$ cat src/rtl/tracker_pkg.sv
// Shared types and constants for the colour-blob tracker.
package tracker_pkg;

  typedef enum logic [1:0] {
    ST_IDLE   = 2'd0,
    ST_DIVIDE = 2'd1,
    ST_UPDATE = 2'd2
  } state_e;

  localparam logic [1:0] DIR_NONE   = 2'b00;
  localparam logic [1:0] DIR_LEFT   = 2'b01;
  localparam logic [1:0] DIR_CENTRE = 2'b10;
  localparam logic [1:0] DIR_RIGHT  = 2'b11;

  localparam int PERS_W = 4;

  // Saturating persistence step: count up on a seen frame, clear otherwise.
  function automatic logic [PERS_W-1:0] persist_next(input logic [PERS_W-1:0] cur,
                                                     input logic              seen,
                                                     input logic [PERS_W-1:0] limit);
    logic [PERS_W-1:0] nxt;
    if (!seen) begin
      nxt = 4'd0;
    end else if (cur >= limit) begin
      nxt = limit;
    end else begin
      nxt = cur + 4'd1;
    end
    return nxt;
  endfunction

endpackage

$ cat src/rtl/seq_divider.sv
// Restoring divider, one quotient bit per cycle. start performs the first
// step immediately, so a full division takes exactly SUM_W cycles and done
// is a one-cycle pulse in the cycle after the last step.
module seq_divider #(
  parameter int SUM_W = 28,
  parameter int CNT_W = 19,
  parameter int Q_W   = 10
) (
  input  logic             clk,
  input  logic             rst_n,
  input  logic             start_i,
  input  logic [SUM_W-1:0] dividend_i,
  input  logic [CNT_W-1:0] divisor_i,
  output logic             busy_o,
  output logic             done_o,
  output logic [Q_W-1:0]   quotient_o
);

  localparam int CW = $clog2(SUM_W + 1);

  logic [CNT_W-1:0] rem_q, rem_d, src_rem_s, rem_step_s;
  logic [SUM_W-1:0] quo_q, quo_d, src_quo_s, quo_step_s;
  logic [CNT_W-1:0] div_q, div_d, src_div_s;
  logic             zero_q, zero_d, src_zero_s;
  logic [CW-1:0]    cnt_q, cnt_d;
  logic             busy_q, busy_d, done_q, done_d;
  logic [CNT_W:0]   shifted_s;
  logic             fits_s;

  // One restoring step on either the freshly loaded operands or the running state.
  always_comb begin
    src_rem_s  = start_i ? {CNT_W{1'b0}} : rem_q;
    src_quo_s  = start_i ? dividend_i : quo_q;
    src_div_s  = start_i ? divisor_i : div_q;
    src_zero_s = start_i ? (divisor_i == {CNT_W{1'b0}}) : zero_q;
    shifted_s  = {src_rem_s, src_quo_s[SUM_W-1]};
    fits_s     = shifted_s >= {1'b0, src_div_s};
    if (fits_s) begin
      rem_step_s = CNT_W'(shifted_s - {1'b0, src_div_s});
    end else begin
      rem_step_s = shifted_s[CNT_W-1:0];
    end
    quo_step_s = {src_quo_s[SUM_W-2:0], fits_s};
  end

  // Next-state: load on start, iterate while busy, pulse done after the last bit.
  always_comb begin
    rem_d  = rem_q;
    quo_d  = quo_q;
    div_d  = div_q;
    zero_d = zero_q;
    cnt_d  = cnt_q;
    busy_d = busy_q;
    done_d = 1'b0;
    if (start_i) begin
      div_d  = divisor_i;
      zero_d = src_zero_s;
      rem_d  = rem_step_s;
      quo_d  = src_zero_s ? {SUM_W{1'b0}} : quo_step_s;
      cnt_d  = CW'(SUM_W - 1);
      busy_d = 1'b1;
    end else if (busy_q) begin
      rem_d = rem_step_s;
      quo_d = zero_q ? {SUM_W{1'b0}} : quo_step_s;
      cnt_d = cnt_q - CW'(1);
      if (cnt_q == CW'(1)) begin
        busy_d = 1'b0;
        done_d = 1'b1;
      end else begin
        busy_d = 1'b1;
      end
    end else begin
      busy_d = 1'b0;
    end
  end

  // Divider state registers.
  always_ff @(posedge clk or negedge rst_n) begin
    if (!rst_n) begin
      rem_q  <= '0;
      quo_q  <= '0;
      div_q  <= '0;
      zero_q <= 1'b0;
      cnt_q  <= '0;
      busy_q <= 1'b0;
      done_q <= 1'b0;
    end else begin
      rem_q  <= rem_d;
      quo_q  <= quo_d;
      div_q  <= div_d;
      zero_q <= zero_d;
      cnt_q  <= cnt_d;
      busy_q <= busy_d;
      done_q <= done_d;
    end
  end

  assign busy_o     = busy_q;
  assign done_o     = done_q;
  assign quotient_o = quo_q[Q_W-1:0];

endmodule

$ cat src/rtl/blob_tracker.sv
// Per-class colour blob tracker: accumulates hit count and x sum per frame,
// divides them into a centroid after each vsync falling edge, classifies the
// centroid into left/centre/right and filters detection over frames.
module blob_tracker
  import tracker_pkg::*;
#(
  parameter int H_ACTIVE  = 640,
  parameter int V_ACTIVE  = 480,
  parameter int N_CLASS   = 2,
  parameter int MIN_COUNT = 256,
  parameter int PERSIST   = 3,
  parameter int ZONE_L    = 213,
  parameter int ZONE_R    = 426
) (
  input  logic                                            clk,
  input  logic                                            rst_n,
  input  logic                                            pixel_valid,
  input  logic                                            vsync,
  input  logic [N_CLASS-1:0]                              class_hit,
  output logic                                            result_valid,
  output logic [N_CLASS*$clog2(H_ACTIVE)-1:0]             centroid_x,
  output logic [N_CLASS*$clog2(H_ACTIVE*V_ACTIVE+1)-1:0]  pix_count,
  output logic [N_CLASS*2-1:0]                            direction,
  output logic [N_CLASS-1:0]                              detected,
  output logic                                            overrun
);

  localparam int X_W   = $clog2(H_ACTIVE);
  localparam int CNT_W = $clog2(H_ACTIVE * V_ACTIVE + 1);
  localparam int SUM_W = $clog2(H_ACTIVE * V_ACTIVE * H_ACTIVE);
  localparam int CLS_W = (N_CLASS > 1) ? $clog2(N_CLASS) : 1;

  state_e             state_q, state_d;
  logic               vs_q, frame_end_s;
  logic [X_W-1:0]     x_q;
  logic               line_full_q, pix_ok_s;
  logic [CNT_W-1:0]   acc_cnt_q  [N_CLASS];
  logic [SUM_W-1:0]   acc_sum_q  [N_CLASS];
  logic [CNT_W-1:0]   snap_cnt_q [N_CLASS];
  logic [SUM_W-1:0]   snap_sum_q [N_CLASS];
  logic [X_W-1:0]     quo_q      [N_CLASS];
  logic [CLS_W-1:0]   cls_q, op_idx_s;
  logic               launch_q, last_cls_s, start_s;
  logic               div_busy_s, div_done_s;
  logic [X_W-1:0]     div_quo_s;
  logic [PERS_W-1:0]  pers_q     [N_CLASS];
  logic [PERS_W-1:0]  pers_d     [N_CLASS];
  logic [1:0]         dir_d      [N_CLASS];
  logic [N_CLASS-1:0] seen_s;
  logic [X_W-1:0]     cent_q     [N_CLASS];
  logic [CNT_W-1:0]   cnt_out_q  [N_CLASS];
  logic [1:0]         dir_q      [N_CLASS];
  logic [N_CLASS-1:0] det_q;
  logic               rv_q, ovr_q;

  assign frame_end_s = vs_q & ~vsync;
  assign pix_ok_s    = pixel_valid & ~line_full_q;
  assign last_cls_s  = (cls_q == CLS_W'(N_CLASS - 1));
  assign start_s     = (state_q == ST_DIVIDE) && !div_busy_s &&
                       (launch_q || (div_done_s && !last_cls_s));
  // Class 0 is loaded on launch; later classes start as the previous one finishes.
  assign op_idx_s    = launch_q ? cls_q : cls_q + CLS_W'(1);

  // vsync edge sampler; idles high so reset release never looks like a frame end.
  always_ff @(posedge clk or negedge rst_n) begin
    if (!rst_n) vs_q <= 1'b1;
    else        vs_q <= vsync;
  end

  // Column counter: counts active pixels, stops at the last column, clears between lines.
  always_ff @(posedge clk or negedge rst_n) begin
    if (!rst_n) begin
      x_q         <= '0;
      line_full_q <= 1'b0;
    end else if (!pixel_valid) begin
      x_q         <= '0;
      line_full_q <= 1'b0;
    end else if (x_q == X_W'(H_ACTIVE - 1)) begin
      line_full_q <= 1'b1;
    end else begin
      x_q <= x_q + X_W'(1);
    end
  end

  // Per-class accumulators; frame end clears them and wins over a same-cycle hit.
  always_ff @(posedge clk or negedge rst_n) begin
    if (!rst_n) begin
      for (int i = 0; i < N_CLASS; i++) begin
        acc_cnt_q[i] <= '0;
        acc_sum_q[i] <= '0;
      end
    end else begin
      for (int i = 0; i < N_CLASS; i++) begin
        if (frame_end_s) begin
          acc_cnt_q[i] <= '0;
          acc_sum_q[i] <= '0;
        end else if (pix_ok_s && class_hit[i]) begin
          acc_cnt_q[i] <= acc_cnt_q[i] + CNT_W'(1);
          acc_sum_q[i] <= acc_sum_q[i] + SUM_W'(x_q);
        end
      end
    end
  end

  // Snapshot only when idle so a late frame end never corrupts a running division.
  always_ff @(posedge clk or negedge rst_n) begin
    if (!rst_n) begin
      for (int i = 0; i < N_CLASS; i++) begin
        snap_cnt_q[i] <= '0;
        snap_sum_q[i] <= '0;
      end
    end else if (frame_end_s && state_q == ST_IDLE) begin
      for (int i = 0; i < N_CLASS; i++) begin
        snap_cnt_q[i] <= acc_cnt_q[i];
        snap_sum_q[i] <= acc_sum_q[i];
      end
    end
  end

  // FSM state register.
  always_ff @(posedge clk or negedge rst_n) begin
    if (!rst_n) state_q <= ST_IDLE;
    else        state_q <= state_d;
  end

  // FSM next-state logic.
  always_comb begin
    state_d = state_q;
    case (state_q)
      ST_IDLE:   state_d = frame_end_s ? ST_DIVIDE : ST_IDLE;
      ST_DIVIDE: state_d = (div_done_s && last_cls_s) ? ST_UPDATE : ST_DIVIDE;
      ST_UPDATE: state_d = ST_IDLE;
      default:   state_d = ST_IDLE;
    endcase
  end

  // Class sequencing and quotient capture during DIVIDE.
  always_ff @(posedge clk or negedge rst_n) begin
    if (!rst_n) begin
      cls_q    <= '0;
      launch_q <= 1'b0;
      for (int i = 0; i < N_CLASS; i++) quo_q[i] <= '0;
    end else if (state_q == ST_IDLE) begin
      if (frame_end_s) begin
        cls_q    <= '0;
        launch_q <= 1'b1;
      end
    end else if (state_q == ST_DIVIDE) begin
      if (start_s) launch_q <= 1'b0;
      if (div_done_s) begin
        quo_q[cls_q] <= div_quo_s;
        if (!last_cls_s) cls_q <= cls_q + CLS_W'(1);
      end
    end
  end

  seq_divider #(
    .SUM_W (SUM_W),
    .CNT_W (CNT_W),
    .Q_W   (X_W)
  ) u_div (
    .clk        (clk),
    .rst_n      (rst_n),
    .start_i    (start_s),
    .dividend_i (snap_sum_q[op_idx_s]),
    .divisor_i  (snap_cnt_q[op_idx_s]),
    .busy_o     (div_busy_s),
    .done_o     (div_done_s),
    .quotient_o (div_quo_s)
  );

  // Classification of each class result and its next persistence count.
  always_comb begin
    for (int i = 0; i < N_CLASS; i++) begin
      seen_s[i] = (snap_cnt_q[i] >= CNT_W'(MIN_COUNT));
      if (!seen_s[i]) begin
        dir_d[i] = DIR_NONE;
      end else if (quo_q[i] < X_W'(ZONE_L)) begin
        dir_d[i] = DIR_LEFT;
      end else if (quo_q[i] >= X_W'(ZONE_R)) begin
        dir_d[i] = DIR_RIGHT;
      end else begin
        dir_d[i] = DIR_CENTRE;
      end
      pers_d[i] = persist_next(pers_q[i], seen_s[i], PERS_W'(PERSIST));
    end
  end

  // Output registers: refreshed only in UPDATE, held otherwise; pulses default low.
  always_ff @(posedge clk or negedge rst_n) begin
    if (!rst_n) begin
      rv_q  <= 1'b0;
      ovr_q <= 1'b0;
      det_q <= '0;
      for (int i = 0; i < N_CLASS; i++) begin
        cent_q[i]    <= '0;
        cnt_out_q[i] <= '0;
        dir_q[i]     <= DIR_NONE;
        pers_q[i]    <= '0;
      end
    end else begin
      rv_q  <= (state_q == ST_UPDATE);
      ovr_q <= frame_end_s && (state_q != ST_IDLE);
      if (state_q == ST_UPDATE) begin
        for (int i = 0; i < N_CLASS; i++) begin
          cent_q[i]    <= quo_q[i];
          cnt_out_q[i] <= snap_cnt_q[i];
          dir_q[i]     <= dir_d[i];
          pers_q[i]    <= pers_d[i];
          det_q[i]     <= (pers_d[i] == PERS_W'(PERSIST));
        end
      end
    end
  end

  for (genvar g = 0; g < N_CLASS; g++) begin : g_out
    assign centroid_x[g*X_W +: X_W]   = cent_q[g];
    assign pix_count[g*CNT_W +: CNT_W] = cnt_out_q[g];
    assign direction[g*2 +: 2]        = dir_q[g];
  end

  assign detected     = det_q;
  assign result_valid = rv_q;
  assign overrun      = ovr_q;

endmodule

$ cat config.mk
export PLATFORM = sky130hd
export DESIGN_NAME = blob_tracker
export DESIGN_NICKNAME = d
export VERILOG_FILES = /design/src/rtl/tracker_pkg.sv /design/src/rtl/seq_divider.sv /design/src/rtl/blob_tracker.sv
export SDC_FILE = /design/constraint.sdc
export NUM_CORES = 1
export LEC_CHECK = 0
export CAP_MARGIN = 20
export CORE_MARGIN = 2
export CORE_UTILIZATION = 25
export DETAILED_ROUTE_END_ITERATION = 8
export MAX_ROUTING_LAYER = met4
export PLACE_DENSITY_LB_ADDON = 0.25
export SLEW_MARGIN = 20
export SYNTH_ARGS = -nofsm -noshare
export SYNTH_HDL_FRONTEND = slang
export SYNTH_HIERARCHICAL = 1
export SYNTH_SLANG_ARGS = --single-unit
$ cat constraint.sdc
create_clock -name clk -period 8.7 [get_ports clk]
set_input_delay 1.74 -clock clk [delete_from_list [all_inputs] [get_ports clk]]
set_output_delay 1.74 -clock clk [all_outputs]
set_load 0.005 [all_outputs]
# After elaboration in Yosys (flattened, before gate mapping)
# Cells that the tools add are included.
word_totals:
  register_bits: 372
  input_bits: 6
op_classes:
  eq_ne: 9
  magnitude_cmp: 12
  addsub: 10
  reduce_logical: 24
  muxes: 63
  bitwise: 7
op_table:
  columns: ["operator", "count"]
  rows:
  - ["28-bit 2-to-1 mux", 12]
  - ["19-bit 2-to-1 mux", 12]
  - ["28-bit by 10-bit adder with 28-bit output", 2]
  - ["19-bit by 1-bit adder with 19-bit output, second input constant", 2]
  - ["19-bit by 9-bit >= comparator with 1-bit output, second input constant", 2]
  - ["10-bit 2-to-1 mux", 3]
  - ["1-bit 2-to-1 mux", 22]
  - ["20-bit bitwise mux", 1]
  - ["10-bit by 9-bit >= comparator with 1-bit output, second input constant", 2]
  - ["20-bit by 19-bit >= comparator with 1-bit output", 1]
  - ["10-bit by 8-bit < comparator with 1-bit output, second input constant", 2]
  - ["19-bit logical NOT", 1]
  - ["19-bit subtractor", 1]
  - ["4-bit 2-to-1 mux", 4]
  - ["2-bit nonzero test", 7]
  - ["10-bit by 1-bit adder with 10-bit output, second input constant", 1]
  - ["10-bit demux with 1-bit select", 1]
  - ["10-bit == test, second input constant", 1]
  - ["2-bit 2-to-1 mux", 5]
  - ["5-bit 2-to-1 mux", 2]
  - ["1-bit logical AND", 9]
  - ["3-bit AND reduction", 3]
  - ["4-bit by 1-bit adder with 4-bit output, second input constant", 2]
  - ["4-bit by 2-bit == test with 1-bit output, second input constant", 2]
  - ["17 further kinds", 25]

# Longest topological paths before layout
logic_depth:
  depth_word: 11
  depth_mapped: 18
  mapped_depth_nobuf: 14

# Modules after synthesis
# Netlist, hierarchy kept.
by_module_without_submodules:
  columns: ["mod", "instances", "area_per_inst_um2", "seq_area_each_um2", "cells_each"]
  rows:
  - ["blob_tracker", 1, 14068.5, 7458.4, 1334]
  - ["seq_divider", 1, 4398.0, 1851.8, 454]

# Worst setup path before layout
# No wires, ideal clock.
synth_timing:
  kind: "flip-flop to flip-flop"
  from: "register state_q[1]"
  to: "register u_div.rem_q[9]"
  t_arrival_ns: 3.454
  stages_incl_launch_ff: 18
  synth_period_minus_slack_ns: 3.572
  setup_time_ns: 0.118
  required_ns: 8.582
  slack_ns: 5.128
  path_cell_list: "dfrtp_1 -> nand2b_1 -> nor3_1 -> buf_2 -> clkbuf_1 -> buf_2 -> mux2_2 -> ha_1 -> inv_1 -> fa_1 -> nand3_1 -> a21oi_1 -> o41ai_2 -> a31oi_2 -> buf_6 -> nand2_4 -> o22ai_1 -> a21o_1"
synth_via:
  elab_chain_cells: 8
  word_cells_on_any_way: 12
synth_lines:
  columns: ["element", "line_no", "source"]
  rows:
  - ["from (decl)", "blob_tracker.sv:33", "state_e state_q, state_d;"]
  - ["from (signal assigned)", "blob_tracker.sv:123", "else state_q <= state_d;"]
  - ["2-bit by 1-bit == test with 1-bit output (*)", "blob_tracker.sv:59", "assign start_s = (state_q == ST_DIVIDE) && !div_busy_s &&"]
  - ["1-bit logical AND (*) (2 in series)", "blob_tracker.sv:59", null]
  - ["via start_s", "blob_tracker.sv:43", "logic launch_q, last_cls_s, start_s;"]
  - ["28-bit 2-to-1 mux (tied with other cells)", "seq_divider.sv:33", "src_quo_s = start_i ? dividend_i : quo_q;"]
  - ["19-bit subtractor or 20-bit by 19-bit >= comparator with 1-bit output (tied branches)", "seq_divider.sv:39, seq_divider.sv:37", null]
  - ["19-bit 2-to-1 mux", "seq_divider.sv:38", "if (fits_s) begin"]
  - ["19-bit 2-to-1 mux", "seq_divider.sv:62", "end else if (busy_q) begin"]
  - ["19-bit 2-to-1 mux", "seq_divider.sv:55", "if (start_i) begin"]
  - ["to (signal assigned)", "seq_divider.sv:88", "rem_q <= rem_d;"]
  - ["to (decl)", "seq_divider.sv:21", "logic [CNT_W-1:0] rem_q, rem_d, src_rem_s, rem_step_s;"]
# Mark *: on every way through the listed nets, which the timed path passes. The rest lies on a longest branch. The select of a mux whose other input is x is not followed.
# A chain may end at the register's enable or synchronous reset.

# Final worst setup path
layout_timing:
  from: "register cls_q"
  to: "register u_div.rem_q[13]"
layout_via:
  elab_chain_cells: 11
  word_cells_on_any_way: 22
layout_lines:
  columns: ["element", "line_no", "source"]
  rows:
  - ["from (decl)", "blob_tracker.sv:42", "logic [CLS_W-1:0] cls_q, op_idx_s;"]
  - ["from (signal assigned)", "blob_tracker.sv:152", "if (!last_cls_s) cls_q <= cls_q + CLS_W'(1);"]
  - ["1-bit adder", "blob_tracker.sv:62", "assign op_idx_s = launch_q ? cls_q : cls_q + CLS_W'(1);"]
  - ["1-bit 2-to-1 mux", "blob_tracker.sv:62", null]
  - ["1-bit NOT with 2-bit output (not written as such)", "blob_tracker.sv:165, blob_tracker.sv:166", null]
  - ["28-bit 2-to-1 mux (not written as such) or 19-bit 2-to-1 mux (tied branches) (3 in series)", "blob_tracker.sv:165, blob_tracker.sv:166", null]
  - ["28-bit 2-to-1 mux or 19-bit 2-to-1 mux (tied branches)", null, null]
  - ["19-bit subtractor or 20-bit by 19-bit >= comparator with 1-bit output (tied branches)", "seq_divider.sv:39, seq_divider.sv:37", null]
  - ["19-bit 2-to-1 mux", "seq_divider.sv:38", null]
  - ["19-bit 2-to-1 mux", "seq_divider.sv:62", null]
  - ["19-bit 2-to-1 mux", "seq_divider.sv:55", null]
# Parallel ways exist; a longest one is shown, timed or not. The select of a mux whose other input is x is not followed.

==> results.py <==
metrics = {
    "timing": {
        "worst_pin_slew_ns": 1.04,
        "finalCriticalPeriod_ns": 4.32,
        "drv_slew": 0,
        "timing.final.crit_share": 0.496,
        "finalHoldViolCount": 0,
        "setup_tns_ns": 0,
        "setup_viol": 0,
        "slew_headroom": 0.306,
        "fmax_mhz": 232,
        "grt_setup_unrepaired": "no",
        "skew_ns": 0.0259,
        "setup_ws_ns": 4.38,
    },
    "global_routing": {
        "antenna_found_initial": 0,
        "track_usage": 0.132,
        "grt_start_max_net_pins": 145,
        "overflow": 0,
        "grt_pass1_vias": 13468,
        "grt_pass1_wl_mm": 77.8,
    },
    "synthesis": {
        "seq_area_frac_synth": 0.504,
        "yosys_warnings": 6,
        "avgSynthCellArea_um2": 10.3,
        "synthArstFlopShare": 1.00,
        "ys_ff_latch": 372,
        "synth_edf_count": 0,
        "syn_area_um2": 18500,
        "synth_flop_cell": "dfrtp_1",
        "netlist_instances": 1788,
        "synth_nets": 1843,
        "synth_cell_types": 81,
    },
    "clock_network": {
        "insertion_delay_ns": 0.59,
        "cts_buffers": 45,
        "hold_buffers": 0,
        "htree_levels": 2,
        "post-cts-setup-buffers": 0,
        "cts_root_buf": "clkbuf_16",
        "cts_tree": "built",
        "cts_buffer_depth": 3,
        "cts_resized": 0,
        "clk_pin_slew_ns": 0.06,
        "cts_sinks": 372,
    },
    "power": {
        "p_total_w": 0.00551,
        "power.density_nw_per_um2": 254,
        "p_leak_nw": 10.2,
        "ir_worst_vdd_v": 0.000139,
    },
    "critical_path": {
        "setup.worst_path.start_class": "flop",
        "critPathMaxFanout": 47,
        "reg2reg_depth": 15,
        "worstPathArrival_ns": 4.83,
        "crit_required_ns": 9.22,
        "path_class": "reg -> reg",
        "cp-end-kind": "flop",
    },
    "placement": {
        "place_inst": 2748,
        "port_buffers": 71,
        "dpl.hpwl_mm": 32.3,
        "dpl_worst_slack_ns": 4.30,
        "place_congestion": 0.839,
    },
    "routing": {
        "drtIter0Drc": 894,
        "drt-total-wl_mm": 47.9,
        "final_antenna_net_count": 0,
        "viasPerCell": 4.74,
        "drc": 11,
        "drt_first_pass_iters": 9,
        "vias": 13395,
        "wire_per_inst_um": 16.9,
    },
    "worst_hold_path": {
        "holdPathStages": 2,
        "hp-class": "reg -> reg",
    },
    "finish": {
        "n_fill_cell": 7530,
        "multi_input_area_um2": 8470,
        "area_delta_synth_final_pct": 17.6,
        "regArea_um2": 9310,
        "nets": 1891,
        "final_cells": 2827,
        "final_core_util": 0.297,
        "drive_gt1_frac": 0.155,
        "diodes": 0,
    },
    "floorplanning": {
        "dieArea_um2": 76100,
        "die_h_um": 276,
        "io_pins": 72,
        "die_w_um": 276,
        "rows": 99,
        "start_util": 0.253,
        "core_um2": 73100,
    },
    "flow_run": {
        "maxCapViolations": 0,
    },
    "run_status": {
        "outcome": "complete, but fails checks",
        "violations": "DRC",
    },
}
where the power goes:
group          switching (W)  internal (W)  total, W
Clock               0.000776       0.00118   0.00195
Sequential          0.000142       0.00189   0.00203
Combinational       0.000893      0.000635   0.00153
final cells by class:
type / count / share of cell area
multi-input cells: 1245 / 0.390
inverters: 82 / 0.0142
repair buffers: 90 / 0.0407
clock inverters: 15 / 0.0106
flip-flops and latches: 372 / 0.429
well taps: 959 / 0.0552
clock buffers: 64 / 0.0607
metal layers:
layer  vias up  routed length, µm  part of all wire  GRT usage
met5         -                  0                 0          -
met4         0               1310             0.027     0.0424
met3        94               1690             0.035     0.0189
met2       212              21900              0.46      0.204
met1      6663              23000              0.48      0.179
li1       6426                  -                 -          -
kinds of logic after synthesis:
family,after synthesis,synth area share
flip-flops,372,0.504
buffers and inverters,171,0.0396
AO/OA/AOI/OAI,318,0.116
adder cells (fa/ha/maj),49,0.0344
AND/OR/NAND/NOR,634,0.167
XOR/XNOR,65,0.0308
multiplexers,179,0.107
state kept, by name, indices dropped and copies added (netlist names), 20 cells and up:
| signal | count |
|---|---|
| snap_cnt_q | 38 |
| acc_sum_q | 56 |
| centroid_x | 20 |
| pix_count | 38 |
| acc_cnt_q | 38 |
| u_div/quo_q | 28 |
| quo_q | 20 |
| snap_sum_q | 56 |
critical path, stage by stage (launching register included):
cell	delay, ns
dfrtp_1	0.47
xor2_4	0.18
buf_4	0.60
mux2_2	0.42
mux2i_1	0.26
ha_1	0.22
inv_1	0.06
fa_1	0.40
nand3_1	0.14
a21oi_1	0.11
o41ai_2	0.37
a31oi_2	0.28
buf_4	0.30
nor3b_1	0.23
a31oi_1	0.06
o21ai_1	0.14
synthesized netlist by cell type, drive strengths merged, types with 4 or more instances:
master,instances,share of area
mux2,150,0.091
nand2,316,0.065
or3,15,0.0051
nor4,18,0.0087
o31ai,16,0.0065
ha,46,0.031
nor3,27,0.0079
o21ai,90,0.025
o22ai,9,0.0030
clkbuf,41,0.0083
o211ai,13,0.0056
mux2i,29,0.016
nand4,26,0.0095
xnor2,37,0.018
o31a,4,0.0019
a21o,10,0.0041
a211oi,11,0.0050
nand2b,7,0.0024
buf,48,0.015
and4,6,0.0028
nor3b,7,0.0031
a222oi,26,0.014
a31oi,5,0.0020
nor2,84,0.017
and2,19,0.0066
a22o,6,0.0028
or4,20,0.0081
dfrtp,371,0.50
o41ai,4,0.0023
xor2,28,0.013
nor2b,24,0.0081
a22oi,5,0.0020
nand3,36,0.010
a2111o,4,0.0024
a21oi,84,0.023
inv,82,0.017
and3,21,0.0072
o21a,8,0.0033
placed cells by master, fill, tap and decap left out, types with 8 or more instances in the layout:
master,instances
nand2_1,314
nand3_1,34
a21oi_1,82
inv_1,81
clkdlybuf4s50_1,70
nand4_1,24
or3_1,15
a21o_1,10
o21ai_0,83
nor2_1,82
mux2_2,150
a211oi_1,9
or4_1,20
o21a_1,8
buf_4,17
clkbuf_16,45
xor2_1,27
nor2b_1,23
xnor2_1,37
nor3_1,24
and2_1,18
o22ai_1,9
a222oi_1,26
clkbuf_8,12
ha_1,46
and3_1,20
dfrtp_1,371
o211ai_1,12
nor4_1,13
o31ai_1,16
mux2i_1,29
worst paths after layout:
check,slack (ns),to,startpoint
max reg2reg,4.38,u_div/rem_q[13]$_DFFE_PN0P_,cls_q$_DFFE_PN0P_
max,4.38,u_div/rem_q[13]$_DFFE_PN0P_,cls_q$_DFFE_PN0P_
min in group asynchronous,1.17,pix_count[6]$_DFFE_PN0P_,rst_n
min reg2reg,0.47,pix_count[21]$_DFFE_PN0P_,pix_count[21]$_DFFE_PN0P_
max in group asynchronous,6.12,state_q[1]$_DFF_PN0_,rst_n
min,0.47,pix_count[21]$_DFFE_PN0P_,pix_count[21]$_DFFE_PN0P_
through the flow:
stage                     cell area (µm²)  hold slack, ns
final                               21700           0.472
after global routing                21700           0.492
after CTS                           21700           0.478
after detailed placement            20200           0.463
after global placement              20200           0.461
after floorplan                     18500           0.442
Note: power is estimated with default switching activity, not from simulation.
